## src/rtl/prog_loader.sv

```systemverilog
`default_nettype none
// ============================================================================
// Module   : prog_loader
// Purpose  : Byte-stream program loader. Takes a 4-byte little-endian length
//            header followed by the payload, packs the payload into 32-bit
//            dmem writes and 128-bit imem line writes, then releases the core.
// Options  : LOADER_CHECKSUM_EN - expect one trailer byte holding the mod-256
//            sum of the payload; a mismatch ends in the error state.
// Revision : 1.0 - initial release
// ============================================================================
module prog_loader #(
  parameter int          ADDR_LEN  = 32,
  parameter int unsigned BASE_ADDR = 0,
  parameter int unsigned MAX_BYTES = 8192
) (
  input  logic                clk,
  input  logic                reset,
  input  logic [7:0]          rx_data,
  input  logic                rx_valid,
  output logic                rx_ready,
  output logic [ADDR_LEN-1:0] load_addr,
  output logic [127:0]        load_data,
  output logic                we_32,
  output logic                we_128,
  output logic                loading,
  output logic                done,
  output logic                err
);

  // Index widths sized so the counters cover MAX_BYTES without wrapping early.
  localparam int WIDX_W = $clog2(MAX_BYTES / 4 + 1);
  localparam int LIDX_W = $clog2(MAX_BYTES / 16 + 1);

  typedef enum logic [2:0] {
    S_HDR   = 3'd0,
    S_DATA  = 3'd1,
    S_WR32  = 3'd2,
    S_WR128 = 3'd3,
    S_DONE  = 3'd4,
    S_ERR   = 3'd5,
    S_CSUM  = 3'd6
  } state_t;

  state_t              state;
  logic [1:0]          hdr_cnt;
  logic [31:0]         len;
  logic [31:0]         byte_cnt;
  logic [31:0]         word;
  logic [127:0]        line;
  logic [WIDX_W-1:0]   word_idx;
  logic [LIDX_W-1:0]   line_idx;
  logic                final_w;   // the word in flight is the last of the payload
`ifdef LOADER_CHECKSUM_EN
  logic [7:0]          sum;
`endif

  logic                xfer;
  logic [31:0]         len_next;
  logic                last_byte;
  logic [31:0]         word_fill;
  logic [6:0]          lane_lsb;
  logic [ADDR_LEN-1:0] word_addr;
  logic [ADDR_LEN-1:0] line_addr;

  assign xfer      = rx_valid & rx_ready;
  // Header bytes shift in from the top so the first byte ends up in [7:0].
  assign len_next  = {rx_data, len[31:8]};
  assign last_byte = (byte_cnt == len - 32'd1);
  assign word_fill = word | ({24'd0, rx_data} << {byte_cnt[1:0], 3'b000});
  // Line lane 0 sits in the top 32 bits, so the lane offset is inverted.
  assign lane_lsb  = {~word_idx[1:0], 5'b00000};
  assign word_addr = ADDR_LEN'(BASE_ADDR) + ADDR_LEN'({word_idx, 2'b00});
  assign line_addr = ADDR_LEN'(BASE_ADDR) + ADDR_LEN'({line_idx, 4'b0000});

  // Loader state machine; every output is a register updated here.
  always_ff @(posedge clk or posedge reset) begin
    if (reset) begin
      state     <= S_HDR;
      hdr_cnt   <= 2'd0;
      len       <= 32'd0;
      byte_cnt  <= 32'd0;
      word      <= 32'd0;
      line      <= 128'd0;
      word_idx  <= '0;
      line_idx  <= '0;
      final_w   <= 1'b0;
`ifdef LOADER_CHECKSUM_EN
      sum       <= 8'd0;
`endif
      rx_ready  <= 1'b0;
      load_addr <= '0;
      load_data <= 128'd0;
      we_32     <= 1'b0;
      we_128    <= 1'b0;
      loading   <= 1'b1;
      done      <= 1'b0;
      err       <= 1'b0;
    end else begin
      we_32  <= 1'b0;
      we_128 <= 1'b0;
      case (state)
        S_HDR: begin
          rx_ready <= 1'b1;
          if (xfer) begin
            len     <= len_next;
            hdr_cnt <= hdr_cnt + 2'd1;
            if (hdr_cnt == 2'd3) begin
              if (len_next == 32'd0) begin
`ifdef LOADER_CHECKSUM_EN
                state    <= S_CSUM;
`else
                state    <= S_DONE;
                rx_ready <= 1'b0;
                done     <= 1'b1;
                loading  <= 1'b0;
`endif
              end else if (len_next > 32'(MAX_BYTES)) begin
                state    <= S_ERR;
                rx_ready <= 1'b0;
                err      <= 1'b1;
              end else begin
                state <= S_DATA;
              end
            end
          end
        end

        S_DATA: begin
          if (xfer) begin
            byte_cnt <= byte_cnt + 32'd1;
`ifdef LOADER_CHECKSUM_EN
            sum      <= sum + rx_data;
`endif
            if (byte_cnt[1:0] == 2'd3 || last_byte) begin
              word                  <= 32'd0;
              line[lane_lsb +: 32]  <= word_fill;
              we_32                 <= 1'b1;
              load_addr             <= word_addr;
              load_data             <= {word_fill, 96'd0};
              final_w               <= last_byte;
              rx_ready              <= 1'b0;
              state                 <= S_WR32;
            end else begin
              word <= word_fill;
            end
          end
        end

        S_WR32: begin
          word_idx <= word_idx + WIDX_W'(1);
          if (word_idx[1:0] == 2'd3 || final_w) begin
            we_128    <= 1'b1;
            load_addr <= line_addr;
            load_data <= line;
            state     <= S_WR128;
          end else begin
            rx_ready <= 1'b1;
            state    <= S_DATA;
          end
        end

        S_WR128: begin
          line     <= 128'd0;
          line_idx <= line_idx + LIDX_W'(1);
          if (final_w) begin
`ifdef LOADER_CHECKSUM_EN
            rx_ready <= 1'b1;
            state    <= S_CSUM;
`else
            done     <= 1'b1;
            loading  <= 1'b0;
            state    <= S_DONE;
`endif
          end else begin
            rx_ready <= 1'b1;
            state    <= S_DATA;
          end
        end

`ifdef LOADER_CHECKSUM_EN
        S_CSUM: begin
          rx_ready <= 1'b1;
          if (xfer) begin
            rx_ready <= 1'b0;
            if (rx_data == sum) begin
              done    <= 1'b1;
              loading <= 1'b0;
              state   <= S_DONE;
            end else begin
              err   <= 1'b1;
              state <= S_ERR;
            end
          end
        end
`endif

        default: begin
          rx_ready <= 1'b0;
        end
      endcase
    end
  end

endmodule
`default_nettype wire

```

## config.mk

```make
export PLATFORM = sky130hd
export DESIGN_NAME = prog_loader
export DESIGN_NICKNAME = d
export VERILOG_FILES = /design/src/rtl/prog_loader.sv
export SDC_FILE = /design/constraint.sdc
export NUM_CORES = 1
export LEC_CHECK = 0
export BUFFER_PORTS_ARGS = -buffer_cell sky130_fd_sc_hd__clkbuf_2
export CORE_MARGIN = 3
export CORE_UTILIZATION = 55
export CTS_BUF_LIST = sky130_fd_sc_hd__clkbuf_4 sky130_fd_sc_hd__clkbuf_8
export DETAILED_ROUTE_END_ITERATION = 16
export PLACE_DENSITY = 0.81
export SYNTH_ARGS = -nofsm -noshare
export SYNTH_HDL_FRONTEND = slang
export SYNTH_SLANG_ARGS = --single-unit
```

## constraint.sdc

```tcl
create_clock -name clk -period 22 [get_ports clk]
set_input_delay 1.1 -clock clk [delete_from_list [all_inputs] [get_ports clk]]
set_output_delay 1.1 -clock clk [all_outputs]
set_load 0.01 [all_outputs]
```

==> flow_summary.toml, run 1 <==
[run_status]
status = "finished clean"

[global_route]
grt_max_degree = 114
grt_usage = 0.266
grt_pass1_vias = 13556
grt_use_met3 = 0.0475
grt_overflow = 0
global_route.usage.met1 = 0.373
grt_util_met2 = 0.417
grt_most_used_layer = "met2"
antenna_found_initial = 4
grt_pass1_wl_um = 72800

[critical_path]
cp.depth = 12
cp_slowest_stage_delay_ns = 1.01
crit_start = "len[0]$_DFFE_PP0P_"
end_kind = "flop"
crit_fanout = 57
r2r_end = "line[8]$_DFFE_PP0P_"
critical_path_class = "reg -> reg"
rr_startpoint = "len[0]$_DFFE_PP0P_"
r2r_cells = 12
reg2reg_setup_slack_ns = 16.58
cp_top_family = "simple AND/OR/NAND/NOR gates"
cp_num_buf_inv = 2
required_ns = 22.38
crit_chain = "inv_1, ha_1, or3b_2, nor4_2, a21oi_1, or4b_1, nor4_1, and4_1, a31o_4, buf_4, and2_1, o22ai_1"
crit_end = "line[8]$_DFFE_PP0P_"
crit_slowest_cell = "and2_1"
cp-start-kind = "flop"
arrival_ns = 5.80

[clocking]
cts_resized = 0
cts.hold.buffers_added = 0
clk_latency_ns = 0.59
clock_path_buffers = 3
clock-sinks = 398
post_cts_buffers = 0
cts_made_buffers = 66
cts_tree = "yes"
cts-root-buf = "clkbuf_8"
htreeDepth = 3
clk_pin_slew_ns = 0.06

[min_path]
hold_start = "word_idx[11]$_DFFE_PP0P_"
min_path_cells = 1
hold_class = "reg -> reg"

[finish]
fin_cells = 2352
final_common_cell = "dfrtp_1"
area_growth_pct = 12.1
final_cell_mix = "397 x dfrtp_1, 390 x nand2_1, 199 x a21oi_1"
drive_above_1_share = 0.191
nNetsFinal = 1921

[placement]
post-dp-hpwl_um = 31300
portBuffers = 156
place_congestion = 0.889
dp.cells = 2235

[logic_synthesis]
synth_area_per_cell_sq_um = 9.89
async_flop_share = 1.00
syn_area_sq_mm = 0.0178
synthFlopType = "dfrtp_1"
syn_inst = 1802
synth_edf_count = 0
yosysWarnings = 0
ys_seq_elements = 398
synth_cell_types = 64
yosysSeqAreaShare = 0.559

[route]
drt_pass1_iterations = 5
drc_errors = 0
wl_per_cell_um = 19.7
viasPerCell = 5.97
antenna_left = 0
wl_um = 46200
dr_total_vias = 14041
drt_iter0_markers = 1397

[die]
start_util = 0.562
num_rows = 65
num_io_pins = 177
die_w_um = 186
dieHeight_um = 186
core_sq_mm = 0.0317
die-area_sq_mm = 0.0346

[sta]
finClkSkew_ns = 0.0270
finalHoldViolCount = 0
slew_viol_final = 0
post-route-period-util = 0.246
setup_viol = 0
finalCriticalPeriod_ns = 5.42
slew_headroom = 0.0978
tightestPinTransition_ns = 1.35
rsz0062_at_grt = "no"
max_freq_mhz = 185
tns_ns = 0

[power]
ir_drop_uv = 69.3
power_density_mw_per_mm2 = 130
p_leak_nw = 9.18
fin_total_pwr_mw = 2.59

[job]
drv_cap = 0
registers in the layout, summed over array words and instances (netlist names):
name       flops
rx_ready       1
line         128
word          32
len           32
we_128         1
byte_cnt      32
line_idx      10
loading        1
we_32          1
word_idx      12
load_data    128
load_addr     12
done           1
state          3
hdr_cnt        2
final_w        1
err            1
per-stage QoR:
step | hold WS, ns | util | area (sq um) | worst slack (ns)
2_1_floorplan | 0.441 | - | 17900 | 9.83
3_3_place_gp | 0.454 | 0.585 | 18500 | 16.82
3_5_place_dp | 0.466 | 0.585 | 18500 | 16.68
4_1_cts | 0.474 | 0.629 | 20000 | 16.65
5_1_grt | 0.499 | 0.630 | 20000 | 16.09
6_report | 0.470 | 0.630 | 20000 | 16.58
how the worst min path moves through the flow:
| stage | end |
|---|---|
| final | word_idx[11]$_DFFE_PP0P_ |
| after global routing | word_idx[11]$_DFFE_PP0P_ |
| after CTS | word_idx[11]$_DFFE_PP0P_ |
| after detailed placement | word_idx[11]$_DFFE_PP0P_ |
| after global placement | done$_DFFE_PP0P_ |
| after floorplan | line_idx[9]$_DFFE_PP0N_ |
cells by family (layout without fill, tap and decap cells):
family	after synthesis	in the layout	share of synthesized area
compound gates	378	378	0.121
xor+xnor	92	92	0.0452
fa+ha+maj	9	9	0.00632
buf+inv	171	298	0.0462
flops	398	398	0.559
mux	68	68	0.0487
other cells	1	22	0.000210
simple gates	685	685	0.174
synth_stat cells, types with 3 or more instances:
cell type | instances | area, sq um
dfrtp_1 | 397 | 9930
nand2_1 | 390 | 1460
a21oi_1 | 199 | 996
o22ai_1 | 130 | 813
nor2_1 | 99 | 372
clkbuf_1 | 90 | 338
xnor2_1 | 74 | 648
mux2_2 | 37 | 417
nand2b_1 | 36 | 225
buf_2 | 34 | 170
nor3_1 | 33 | 165
mux2_4 | 28 | 420
buf_4 | 24 | 180
nand3_1 | 23 | 115
nand4_1 | 23 | 144
xor2_1 | 18 | 158
a31oi_1 | 13 | 81.3
o21ai_0 | 13 | 65.1
and3_1 | 11 | 68.8
inv_1 | 11 | 41.3
nor4_1 | 11 | 68.8
ha_1 | 9 | 113
nor2b_1 | 9 | 56.3
and2_1 | 7 | 43.8
buf_1 | 6 | 22.5
nand3b_1 | 6 | 45.0
or3_1 | 6 | 37.5
or4_1 | 6 | 45.0
and4_1 | 4 | 35.0
and3b_1 | 3 | 26.3
buf_8 | 3 | 45.0
mux2i_1 | 3 | 30.0
o211ai_1 | 3 | 22.5
or2_2 | 3 | 18.8
area by class of cell:
class | instances | area [sq um]
clock inverter | 12 | 119
multi-input combinational | 1252 | 7140
inverter | 12 | 52.6
clock buffer | 103 | 1300
antenna | 2 | 5.00
fill | 2537 | 11700
sequential | 398 | 9960
tap | 402 | 503
timing repair buffer | 171 | 893
layer usage:
layer  wire [um]  up-vias  share of wire
met5          12        -        0.00026
met4        1650        2          0.036
met3        3350      127          0.073
met2       21700      616           0.47
met1       19500     6952           0.42
li1            -     6344              -
power by group:
part,leakage (nW),internal (mW),switching [mW]
Combinational,3.21,0.340,0.443
Clock,0.750,0.391,0.299
Sequential,5.22,0.931,0.185
Total,9.18,1.66,0.927
No activity file was read; power rests on OpenSTA's default activity.
==> run 2: changes to the inputs <==
clock period = 5.4 ns   (was 22 ns; I/O delays follow)
==> flow_summary.toml, run 2 (synthesis gave the netlist of run 1 again) <==
[die]
start_util = 0.562
dieHeight_um = 186
num_io_pins = 177
die_w_um = 186
core_sq_mm = 0.0317
die-area_sq_mm = 0.0346
num_rows = 65

[sta]
finalCriticalPeriod_ns = 4.26
post-route-period-util = 0.788
setup_viol = 0
tightestPinTransition_ns = 1.16
finalHoldViolCount = 0
rsz0062_at_grt = "no"
max_freq_mhz = 235
finClkSkew_ns = 0.0196
slew_headroom = 0.229
slew_viol_final = 0
holdWs_ns = 0.169

[route]
drt_iter0_markers = 1431
wl_met1_um = 18800
antenna_left = 0
dr_wl_met3_um = 3780
dr_total_vias = 13975
wl_per_cell_um = 19.3
wl_um = 45500
viasPerCell = 5.91
drc_errors = 0
top_layer = "met4"
met2_length_um = 21200
drt_pass1_iterations = 6

[finish]
final_cell_mix = "397 x dfrtp_1, 390 x nand2_1, 199 x a21oi_1"
final_common_cell = "dfrtp_1"
num_antenna_cells = 0
reg_top3 = "line (128), load_data (128)"
drive_above_1_share = 0.196
regArea_sq_mm = 0.00996
nNetsFinal = 1931
fin_cells = 2364
area_growth_pct = 12.3
num-fill-cells = 2517
fin_util = 0.631
multiInputGateArea_sq_mm = 0.00714

[critical_path]
critical_path_class = "reg -> reg"
reg2reg_setup_slack_ns = 1.14
crit_fanout = 48
cp-start-kind = "flop"
arrival_ns = 4.70
end_kind = "flop"
required_ns = 5.84

[min_path]
hold_class = "in -> reg"

[global_route]
grt_usage = 0.260
grt_pass1_wl_um = 71300
grt_overflow = 0
antenna_found_initial = 0
grt_pass1_vias = 13221
grt_max_degree = 159

[placement]
dp.cells = 2244
place_congestion = 0.890
post-dp-hpwl_um = 31000
portBuffers = 156

[clocking]
cts_tree = "yes"
post_cts_buffers = 0
clk_pin_slew_ns = 0.06
clock_path_buffers = 3
cts-root-buf = "clkbuf_8"
clk_latency_ns = 0.59
cts_resized = 0
htreeDepth = 3
clock-sinks = 398
cts_made_buffers = 66
cts.hold.buffers_added = 1

[power]
fin_total_pwr_mw = 10.5
internal_power_mw = 6.72
pwr-share-comb = 0.304
p_leak_nw = 9.22
seqPwrFrac = 0.435
pwr-share-clk = 0.261
power_switching_mw = 3.76
p_sw_frac = 0.359
power_density_mw_per_mm2 = 524
ir_drop_uv = 292

[run_status]
status = "finished clean"

[job]
drv_cap = 0
==> run 2: cell types whose count changed in the layout (fill, tap and decap cells not counted), sizes merged <==
cell and change:
buf +9, bufinv -1, clkinv +2, inv -1, diode -2, clkbuf +4, dlygate4sd3 +1
==> run 2: critical path: stages (launching register included) <==
cell and delay [ns]:
dfrtp_1 0.45, inv_1 0.11, ha_1 0.32, or3b_2 0.58, nor4_2 0.23, a21oi_1 0.11
or4b_1 0.47, nor4_1 0.26, and4_1 0.29, a31o_4 0.17, buf_4 0.40, and2_1 0.20
buf_4 0.34, o22ai_1 0.17
==> run 2: layer usage <==
metal | GRT usage | vias up
met5 | 0 | -
met4 | 0.101 | 0
met3 | 0.0465 | 114
met2 | 0.410 | 683
met1 | 0.364 | 6804
li1 | - | 6374
==> run 2: through the flow <==
stage | setup TNS, ns | cell area (sq um) | setup slack [ns]
finish | 0 | 20000 | 1.14
global route | 0 | 20000 | 0.849
CTS | 0 | 20000 | 1.17
detailed placement | 0 | 18600 | 1.21
global placement | 0 | 18600 | 1.33
floorplan | -90.11 | 17900 | -0.227
==> run 2: area by class of cell <==
cell class,instances,share of cell area
Tap cell,402,0.0251
Clock buffer,107,0.0645
Sequential cell,398,0.498
Multi-Input combinational cell,1252,0.357
Clock inverter,12,0.00463
Inverter,12,0.00250
Timing Repair Buffer,181,0.0491
==> run 2: final timing paths <==
kind	cells past startpoint	startpoint	to
max in group asynchronous	5	reset	load_data[90]$_DFFE_PP0P_
worst min register to register	1	word_idx[11]$_DFFE_PP0P_	word_idx[11]$_DFFE_PP0P_
min in group asynchronous	3	reset	load_data[12]$_DFFE_PP0P_
worst min-delay path	3	rx_data[3]	word[19]$_DFFE_PP0P_
worst max register to register	13	len[0]$_DFFE_PP0P_	line[46]$_DFFE_PP0P_
worst max-delay path	13	len[0]$_DFFE_PP0P_	line[46]$_DFFE_PP0P_
==> run 2: power by group through the flow <==
stage                     sequential, mW  combinational, mW  clock [mW]
after floorplan                     4.50               2.07           0
after global placement              4.54               3.08           0
after detailed placement            4.57               3.17           0
after CTS                           4.53               3.19        2.78
after global routing                4.65               3.50        2.92
final                               4.56               3.18        2.74
==> run 3: changes to the inputs <==
PLACE_DENSITY = 0.84   (was 0.81)
clock period = 3.7 ns   (was 5.4 ns; I/O delays follow)
==> flow_summary.toml, run 3 (synthesis gave the netlist of run 1 again) <==
[run_status]
status = "finished clean"

[global_route]
grt_pass1_vias = 13592
antenna_found_initial = 0
grt_most_used_layer = "met2"
grt_pass1_wl_um = 73800
grt_usage = 0.268
grt_overflow = 0
grt_max_degree = 131
global_route.usage.met1 = 0.366
grt_util_met2 = 0.430
grt_use_met3 = 0.0485

[sta]
finClkSkew_ns = 0.0274
setup_viol = 0
slew_viol_final = 0
post-route-period-util = 0.964
finalCriticalPeriod_ns = 3.57
tightestPinTransition_ns = 0.945
finalHoldViolCount = 0
holdWs_ns = 0.0286
rsz0062_at_grt = "no"
max_freq_mhz = 280
slew_headroom = 0.365
setup_slack_ns = 0.134

[clocking]
clk_latency_ns = 0.62
clock_path_buffers = 3
cts-root-buf = "clkbuf_8"
cts_tree = "yes"
cts_made_buffers = 61
clk_pin_slew_ns = 0.07
htreeDepth = 2
clock-sinks = 398

[die]
core_sq_mm = 0.0317
num_io_pins = 177
start_util = 0.562
num_rows = 65
dieHeight_um = 186
die-area_sq_mm = 0.0346
die_w_um = 186

[critical_path]
end_kind = "flop"
reg2reg_setup_slack_ns = 0.13
crit_chain = "or4_4, nand4bb_2, or4_1, o31ai_2, and4_4, a31o_4, nand2b_4, buf_12, mux2_2"
critical_path_class = "reg -> reg"
cp_slowest_stage_delay_ns = 0.61
required_ns = 4.19
arrival_ns = 4.06
cp-start-kind = "flop"
crit_slowest_cell = "or4_1"
crit_fanout = 12

[power]
ir_drop_uv = 538
power_density_mw_per_mm2 = 761
p_leak_nw = 9.45

[route]
wl_per_cell_um = 19.9
drc_errors = 0
viasPerCell = 5.98
antenna_left = 0
wl_um = 47500
drt_pass1_iterations = 9
dr_total_vias = 14293
drt_iter0_markers = 1601

[placement]
post-dp-hpwl_um = 31500
place_ws_ns = 0.0385
portBuffers = 156
place_congestion = 0.914

[finish]
num_antenna_cells = 0
final_common_cell = "dfrtp_1"
reg_top3 = "line (128), load_data (128)"
drive_above_1_share = 0.211
nNetsFinal = 1954
area_growth_pct = 15.2
final_cell_mix = "396 x dfrtp_1, 390 x nand2_1, 199 x a21oi_1"

[min_path]
hold_class = "in -> reg"

[job]
drv_cap = 0
[run 3: final cells by class]
cell class,instances,area [sq um]
clock buffer,103,1290
clock inverter,13,87.6
fill,2421,11200
inverter,12,50.0
multi-input combinational,1252,7210
sequential,398,9960
tap,402,503
timing repair buffer,209,1430
[run 3: per-layer routing]
layer / wire length, um / up-vias
li1: - / 6424
met1: 19200 / 7053
met2: 22600 / 692
met3: 3820 / 124
met4: 1900 / 0
met5: 0 / -
[run 3: timing repair]
action | CTS | global route
setup endpoints to repair | 0 | 170
hold buffers | 2 | 0
resized for setup | 0 | 15
buffers inserted | 0 | 2
hold endpoints to repair | 400 | 0
[run 3: power by group]
part,total [mW],internal (mW),switching [mW]
Sequential,6.59,5.53,1.05
Clock,3.96,2.20,1.76
Combinational,5.06,2.23,2.83
Total,15.6,9.97,5.64
[run 3: worst paths after layout]
path                                     startpoint                        end  cells past startpoint
hold / removal                             rx_valid     hdr_cnt[0]$_DFFE_PP0P_                      3
setup reg to reg                len[12]$_DFFE_PP0P_  load_data[97]$_DFFE_PP0P_                      9
setup / recovery                len[12]$_DFFE_PP0P_  load_data[97]$_DFFE_PP0P_                      9
min in group asynchronous                     reset       word[17]$_DFFE_PP0P_                      4
hold reg to reg            word_idx[11]$_DFFE_PP0P_   word_idx[11]$_DFFE_PP0P_                      1
max in group asynchronous                     reset    line_idx[7]$_DFFE_PP0N_                      4
[run 3: stage by stage]
stage / setup TNS [ns] / total power [mW] / cells / cell area (sq um) / utilization
after floorplan: -731.63 / 9.58 / 1821 / 17900 / -
after global placement: 0 / 11.3 / 2267 / 19000 / 0.599
after detailed placement: 0 / 11.5 / 2267 / 19000 / 0.599
after CTS: 0 / 15.5 / 2385 / 20400 / 0.643
after global routing: 0 / 16.5 / 2389 / 20500 / 0.647
final: 0 / 15.6 / 2389 / 20500 / 0.647
[run 3: worst max-delay path: cells and delay by family, from the launching register on]
family	cells	cell delay [ns]
muxes	1	0.35
buffers and inverters	1	0.18
AOI/OAI and AO/OA	2	0.53
and+or+nand+nor	5	2.00
DFF	1	0.38
